==> src/rtl/serial_digit_subtractor_if.sv <==
// Handshake and operand/result bundle for serial_digit_subtractor.
//   master : drives start, a, b, bin; observes busy, done, diff, bout, ovf, zero
//   slave  : the subtractor itself
// WIDTH must match the WIDTH of the attached subtractor.
interface serial_digit_subtractor_if #(
    parameter int WIDTH = 16
);
    logic             start;
    logic [WIDTH-1:0] a;
    logic [WIDTH-1:0] b;
    logic             bin;
    logic             busy;
    logic             done;
    logic [WIDTH-1:0] diff;
    logic             bout;
    logic             ovf;
    logic             zero;

    modport master (
        output start, a, b, bin,
        input  busy, done, diff, bout, ovf, zero
    );

    modport slave (
        input  start, a, b, bin,
        output busy, done, diff, bout, ovf, zero
    );
endinterface

==> src/rtl/serial_digit_subtractor.sv <==
// Digit-serial subtractor: diff = a - b - bin (mod 2^WIDTH), DIGIT bits per
// clock, borrow carried between digits in a register. NDIG = WIDTH/DIGIT
// cycles per operation, start/busy/done handshake.
//   clk, rst_n : clock, asynchronous active-low reset
//   sif        : slave side of serial_digit_subtractor_if
//                start/a/b/bin in; busy, done (1-cycle pulse), diff,
//                bout (unsigned borrow-out), ovf (signed overflow), zero out
// Result outputs only change on the completing edge and hold otherwise.
module serial_digit_subtractor #(
    parameter int WIDTH = 16,
    parameter int DIGIT = 4
) (
    input  logic                   clk,
    input  logic                   rst_n,
    serial_digit_subtractor_if.slave sif
);
    localparam int NDIG = WIDTH / DIGIT;
    localparam int CW   = (NDIG > 1) ? $clog2(NDIG) : 1;

    typedef enum logic {IDLE, RUN} state_t;

    state_t           state_q, state_d;
    logic [WIDTH-1:0] a_q, a_d;
    logic [WIDTH-1:0] b_q, b_d;
    logic [WIDTH-1:0] res_q, res_d;
    logic [WIDTH-1:0] diff_q, diff_d;
    logic [CW-1:0]    cnt_q, cnt_d;
    logic             brw_q, brw_d;
    logic             bout_q, bout_d;
    logic             ovf_q, ovf_d;
    logic             zero_q, zero_d;
    logic             done_q, done_d;

    logic [DIGIT-1:0] a_dig, b_dig, dig;
    logic [DIGIT:0]   sub;
    logic             last;

    // Digit slice for the current step; the extra top bit of the
    // DIGIT+1-bit difference is the outgoing borrow.
    always_comb begin
        a_dig = a_q[int'(cnt_q)*DIGIT +: DIGIT];
        b_dig = b_q[int'(cnt_q)*DIGIT +: DIGIT];
        sub   = {1'b0, a_dig} - {1'b0, b_dig} - {{DIGIT{1'b0}}, brw_q};
        dig   = sub[DIGIT-1:0];
        last  = (cnt_q == CW'(NDIG - 1));
    end

    always_ff @(posedge clk or negedge rst_n) begin
        if (!rst_n) begin
            state_q <= IDLE;
            a_q     <= '0;
            b_q     <= '0;
            res_q   <= '0;
            diff_q  <= '0;
            cnt_q   <= '0;
            brw_q   <= 1'b0;
            bout_q  <= 1'b0;
            ovf_q   <= 1'b0;
            zero_q  <= 1'b1;
            done_q  <= 1'b0;
        end else begin
            state_q <= state_d;
            a_q     <= a_d;
            b_q     <= b_d;
            res_q   <= res_d;
            diff_q  <= diff_d;
            cnt_q   <= cnt_d;
            brw_q   <= brw_d;
            bout_q  <= bout_d;
            ovf_q   <= ovf_d;
            zero_q  <= zero_d;
            done_q  <= done_d;
        end
    end

    always_comb begin
        state_d = state_q;
        a_d     = a_q;
        b_d     = b_q;
        res_d   = res_q;
        diff_d  = diff_q;
        cnt_d   = cnt_q;
        brw_d   = brw_q;
        bout_d  = bout_q;
        ovf_d   = ovf_q;
        zero_d  = zero_q;
        done_d  = 1'b0;

        case (state_q)
            IDLE: begin
                if (sif.start) begin
                    a_d     = sif.a;
                    b_d     = sif.b;
                    brw_d   = sif.bin;
                    cnt_d   = '0;
                    res_d   = '0;
                    state_d = RUN;
                end
            end
            RUN: begin
                res_d[int'(cnt_q)*DIGIT +: DIGIT] = dig;
                brw_d = sub[DIGIT];
                cnt_d = cnt_q + 1'b1;
                if (last) begin
                    // Publish all flags from the completed word at once so
                    // they are mutually consistent with diff.
                    diff_d  = res_d;
                    bout_d  = sub[DIGIT];
                    zero_d  = (res_d == '0);
                    ovf_d   = (a_q[WIDTH-1] != b_q[WIDTH-1]) &&
                              (res_d[WIDTH-1] != a_q[WIDTH-1]);
                    done_d  = 1'b1;
                    cnt_d   = '0;
                    state_d = IDLE;
                end
            end
            default: state_d = IDLE;
        endcase
    end

    assign sif.busy = (state_q == RUN);
    assign sif.done = done_q;
    assign sif.diff = diff_q;
    assign sif.bout = bout_q;
    assign sif.ovf  = ovf_q;
    assign sif.zero = zero_q;
endmodule
==> src/flat_wrapper.sv <==
// flat-port wrapper written by rule: the top's interface ports become plain ports
module serial_digit_subtractor_flat 
#(
    parameter int WIDTH = 16,
    parameter int DIGIT = 4
)
  (clk, rst_n, sif_start, sif_a, sif_b, sif_bin, sif_busy, sif_done, sif_diff, sif_bout, sif_ovf, sif_zero);
  serial_digit_subtractor_if #(.WIDTH(WIDTH)) sif_i ();
  input  logic clk;
  input  logic rst_n;
  input wire logic [$bits(sif_i.start)-1:0] sif_start;
  input wire logic [$bits(sif_i.a)-1:0] sif_a;
  input wire logic [$bits(sif_i.b)-1:0] sif_b;
  input wire logic [$bits(sif_i.bin)-1:0] sif_bin;
  output wire logic [$bits(sif_i.busy)-1:0] sif_busy;
  output wire logic [$bits(sif_i.done)-1:0] sif_done;
  output wire logic [$bits(sif_i.diff)-1:0] sif_diff;
  output wire logic [$bits(sif_i.bout)-1:0] sif_bout;
  output wire logic [$bits(sif_i.ovf)-1:0] sif_ovf;
  output wire logic [$bits(sif_i.zero)-1:0] sif_zero;
  assign sif_i.start = sif_start;
  assign sif_i.a = sif_a;
  assign sif_i.b = sif_b;
  assign sif_i.bin = sif_bin;
  assign sif_busy = sif_i.busy;
  assign sif_done = sif_i.done;
  assign sif_diff = sif_i.diff;
  assign sif_bout = sif_i.bout;
  assign sif_ovf = sif_i.ovf;
  assign sif_zero = sif_i.zero;
  serial_digit_subtractor #(.WIDTH(WIDTH), .DIGIT(DIGIT)) u_core (.clk(clk), .rst_n(rst_n), .sif(sif_i));
endmodule
==> config.mk <==
export PLATFORM = sky130hd
export DESIGN_NAME = serial_digit_subtractor_flat
export DESIGN_NICKNAME = d
export VERILOG_FILES = /design/src/rtl/serial_digit_subtractor_if.sv /design/src/rtl/serial_digit_subtractor.sv /design/src/flat_wrapper.sv
export SDC_FILE = /design/constraint.sdc
export NUM_CORES = 1
export LEC_CHECK = 0
export BUFFER_PORTS_ARGS = -buffer_cell sky130_fd_sc_hd__buf_2
export CAP_MARGIN = 20
export CORE_ASPECT_RATIO = 0.7
export CORE_MARGIN = 4
export CORE_UTILIZATION = 44
export CTS_BUF_LIST = sky130_fd_sc_hd__clkbuf_4
export DETAILED_ROUTE_END_ITERATION = 10
export HOLD_SLACK_MARGIN = 0.15
export PLACE_DENSITY = 0.76
export SLEW_MARGIN = 20
export SYNTH_ARGS = -nofsm -noshare
export SYNTH_HDL_FRONTEND = slang
export SYNTH_SLANG_ARGS = --single-unit
==> constraint.sdc <==
create_clock -name clk -period 4.8 [get_ports clk]
set_clock_uncertainty 0.1 [all_clocks]
set_input_delay 0.72 -clock clk [delete_from_list [all_inputs] [get_ports clk]]
set_output_delay 0.72 -clock clk [all_outputs]
set_load 0.005 [all_outputs]
==> parameters.txt <==
Parameter                              Value

Floorplan
  Std-Cell Core Area    about 7900 µm²
  Rows    27
  Height of the chip    83.6 µm
  Die span in x    around 120 µm
  Top Ports    57
  Die outline area    approximately 9700 µm²
  Initial Util    between 40% and 50%

Logic synthesis
  Async S/R FF share, synth    100%
  Post-Synthesis Cell Area    3590 µm²
  Number of distinct standard cells referenced by the synthesized netlist    48
  Synthesized instance count    approximately 310
  Number of enable flip-flop cells after synthesis    0
  Post-Syn Nets    approximately 360
  Yosys warns    0
  Sequential-to-total area share from yosys stat    between 50% and 60%
  Primary FF master, synth    dfrtp_1
  Seq cells post-synth    between 70 and 80
  Mean Syn Cell Area    approximately 11 µm²

Setup path
  Critical Setup Path Class    flop to flop
  Worst setup path startpoint    u_core.cnt_q[0]
  Startpoint kind of the worst setup timing path    flop
  Kind of end point of the critical path    flop
  Worst R2R Path Depth    10
  Required time of the critical path    about 5 ns
  Reg-to-Reg End    u_core.sif.zero
  Max Fanout on Critical Path    8
  Data arrival time at the worst-slack endpoint    around 3.7 ns
  Slack of the worst reg-to-reg path    roughly 1.4 ns
  Reg2reg start    u_core.cnt_q[0]

Status
  Run status    completed

Route
  Total number of vias    roughly 2600
  Remaining antenna violation count    0
  Met2 WL    roughly 3400 µm
  Top routing layer in use    met4
  Final routed wire length divided by cell count    16.5 µm
  Drt via density    about 5.4
  Routed length on met1    about 3700 µm
  Routed length on met3    ~580 µm
  Length of the first detailed-routing pass in iterations    5
  Final Routed Wirelength    slightly below 8000 µm
  DR iter-0 viols    roughly 190
  Post-route DRC violation count    0

Run
  Max-cap violations    0

Clock network
  Clock tree from TritonCTS    done
  Cell at the root of the clock tree    clkbuf_4
  Clock buffer count from CTS    9
  Clock insertion delay at the later pin of the skew report    0.44 ns
  H-tree depth reported by CTS    3
  Reg clk slew, reported paths    0.11 ns
  Count of instances resized after the clock tree is built    0
  Post-CTS setup buffer count    0
  Max clock buf depth    2
  Clock tree sinks    72
  Post-cts hold buffer count    0

STA
  Slew at the pin closest to its max-slew limit    0.739 ns
  Total Neg Setup Slack    0 ns
  Normalized max-slew margin    between 50% and 60%
  Pins over their slew limit    0
  Post-route fraction of the period consumed by the critical path    a little under three quarters
  Post-layout minimum cycle time    3.40 ns
  Hold Vio Cnt, Final    0
  Setup-failing EPs final    0
  Unrepaired setup endpoints after global routing    no
  Maximum operating frequency    between 200 and 300 MHz

Placement
  Buffers added on ports    56
  Cell Count Post-Placement    457
  Routability congestion estimate    ~0.9
  Detailed placer's ending HPWL    a little under 6000 µm

Global routing
  Initial antenna violation count    0
  Largest net degree at the start of global routing    43
  Global-route wire length before repair    between 10000 and 15000 µm
  Via count of the first global-routing pass    roughly 2600
  Tot GR Track Use    between 10% and 20%
  Global route overflow    0

Finish
  Synthesis-to-finish area growth    13.7%
  Antenna diode count    0
  Share of cells above drive strength 1    roughly a third
  Number of standard cells in the layout, taps in and fillers out    approximately 470
  Post-layout nets    415

Min path
  Class of the most critical hold timing path    input pin to asynchronous set/reset pin
==> area by class of cell <==
cell class / count / area, µm²
clock inverter: 6 / 60.1
timing repair buffer: 60 / 310
fill: 738 / 3820
tap: 101 / 126
inverter: 14 / 52.6
sequential: 72 / 1800
clock buffer: 10 / 75.1
multi-input combinational: 210 / 1660
==> flip-flops by register name, summed over array words and instances, names as in the netlist <==
signal	cells
u_core.sif.ovf	1
u_core.sif.busy	1
u_core.cnt_q	2
u_core.brw_q	1
u_core.sif.bout	1
u_core.sif.done	1
u_core.res_q	16
u_core.sif.diff	16
u_core.sif.zero	1
u_core.b_q	16
u_core.a_q	16
==> synth_stat cells, drive strengths merged (2+ instances only) <==
cell    number  area share, %
mux2        37             12
nor4         2           0.35
fa           2            1.1
o22ai        4           0.87
or3          3           0.52
xnor2        3           0.94
dfrtp       71             49
o21ai       16            2.2
nand3b       3           0.63
nand2       27            2.8
a211oi       3           0.63
a31oi        2           0.35
mux4         7            4.4
inv         14            1.5
mux2i        4            1.1
xor2         2           0.70
nor2b       12            2.2
nor3         2           0.28
ha          10            3.5
o31ai        2           0.42
clkbuf       4           0.45
nor4b        2           0.49
nand2b      11            1.9
nor2        19            2.0
a21oi       24            3.3
o221ai       2           0.66
buf         13            1.8
==> cells by family (layout without fill, tap and decap cells) <==
kind of cell | count (synthesis) | after routing | share of synthesized area (%)
simple gates | 85 | 85 | 12.2
mux | 48 | 48 | 17.1
flops | 72 | 72 | 50.2
xor+xnor | 5 | 5 | 1.64
buf+inv | 31 | 90 | 3.76
compound gates | 60 | 60 | 10.6
fa+ha+maj | 12 | 12 | 4.60
==> placed cells by master, fill, tap and decap left out, types with 3 or more instances in the layout <==
cell type | synthesis | final
buf_2 | 8 | 56
nand3b_1 | 3 | 3
mux2_2 | 37 | 37
clkbuf_4 | 0 | 10
o21ai_0 | 12 | 12
mux4_2 | 7 | 7
or3_1 | 3 | 3
a211oi_1 | 3 | 3
nor2b_1 | 11 | 10
o21ai_1 | 4 | 4
nor2_1 | 19 | 19
mux2i_1 | 4 | 4
o22ai_1 | 3 | 3
nand2_1 | 27 | 27
inv_1 | 14 | 14
nand2b_1 | 11 | 11
buf_4 | 0 | 4
a21oi_1 | 24 | 24
ha_1 | 10 | 10
dfrtp_1 | 71 | 71
==> worst max-delay path, cell delays in order (launching register included) <==
cell	delay, ns
dfrtp_1	0.61
mux4_2	0.56
inv_1	0.09
fa_1	0.19
inv_1	0.06
fa_1	0.48
xor2_2	0.31
nand2_1	0.11
a2111oi_2	0.41
nand4_1	0.15
o32ai_2	0.25
==> worst max-delay path by stage <==
stage | slack [ns] | to
global route | 1.12 | u_core.sif.zero
CTS | 1.37 | u_core.sif.zero
floorplan | 1.56 | u_core.sif.zero
finish | 1.40 | u_core.sif.zero
global placement | 1.56 | u_core.sif.zero
detailed placement | 1.42 | u_core.sif.zero
==> per-layer routing <==
| layer | global-route usage [%] | vias to the layer above |
|---|---|---|
| li1 | - | 1209 |
| met3 | 5.87 | 10 |
| met2 | 25.4 | 80 |
| met1 | 26.0 | 1265 |
| met4 | 5.27 | 0 |
| met5 | 0 | - |
==> through the flow <==
stage / setup WS, ns / area [µm²] / utilization, % / hold slack, ns
5_1_grt: 1.12 / 4080 / 51.7 / 0.229
6_report: 1.40 / 4080 / 51.7 / 0.201
2_1_floorplan: 1.56 / 3590 / - / 0.324
4_1_cts: 1.37 / 4080 / 51.7 / 0.207
3_5_place_dp: 1.42 / 3950 / 50.0 / 0.372
3_3_place_gp: 1.56 / 3950 / 50.0 / 0.379
Power is not shown: default switching activity piles up to over one toggle a cycle in this logic, so the estimate is an artifact.
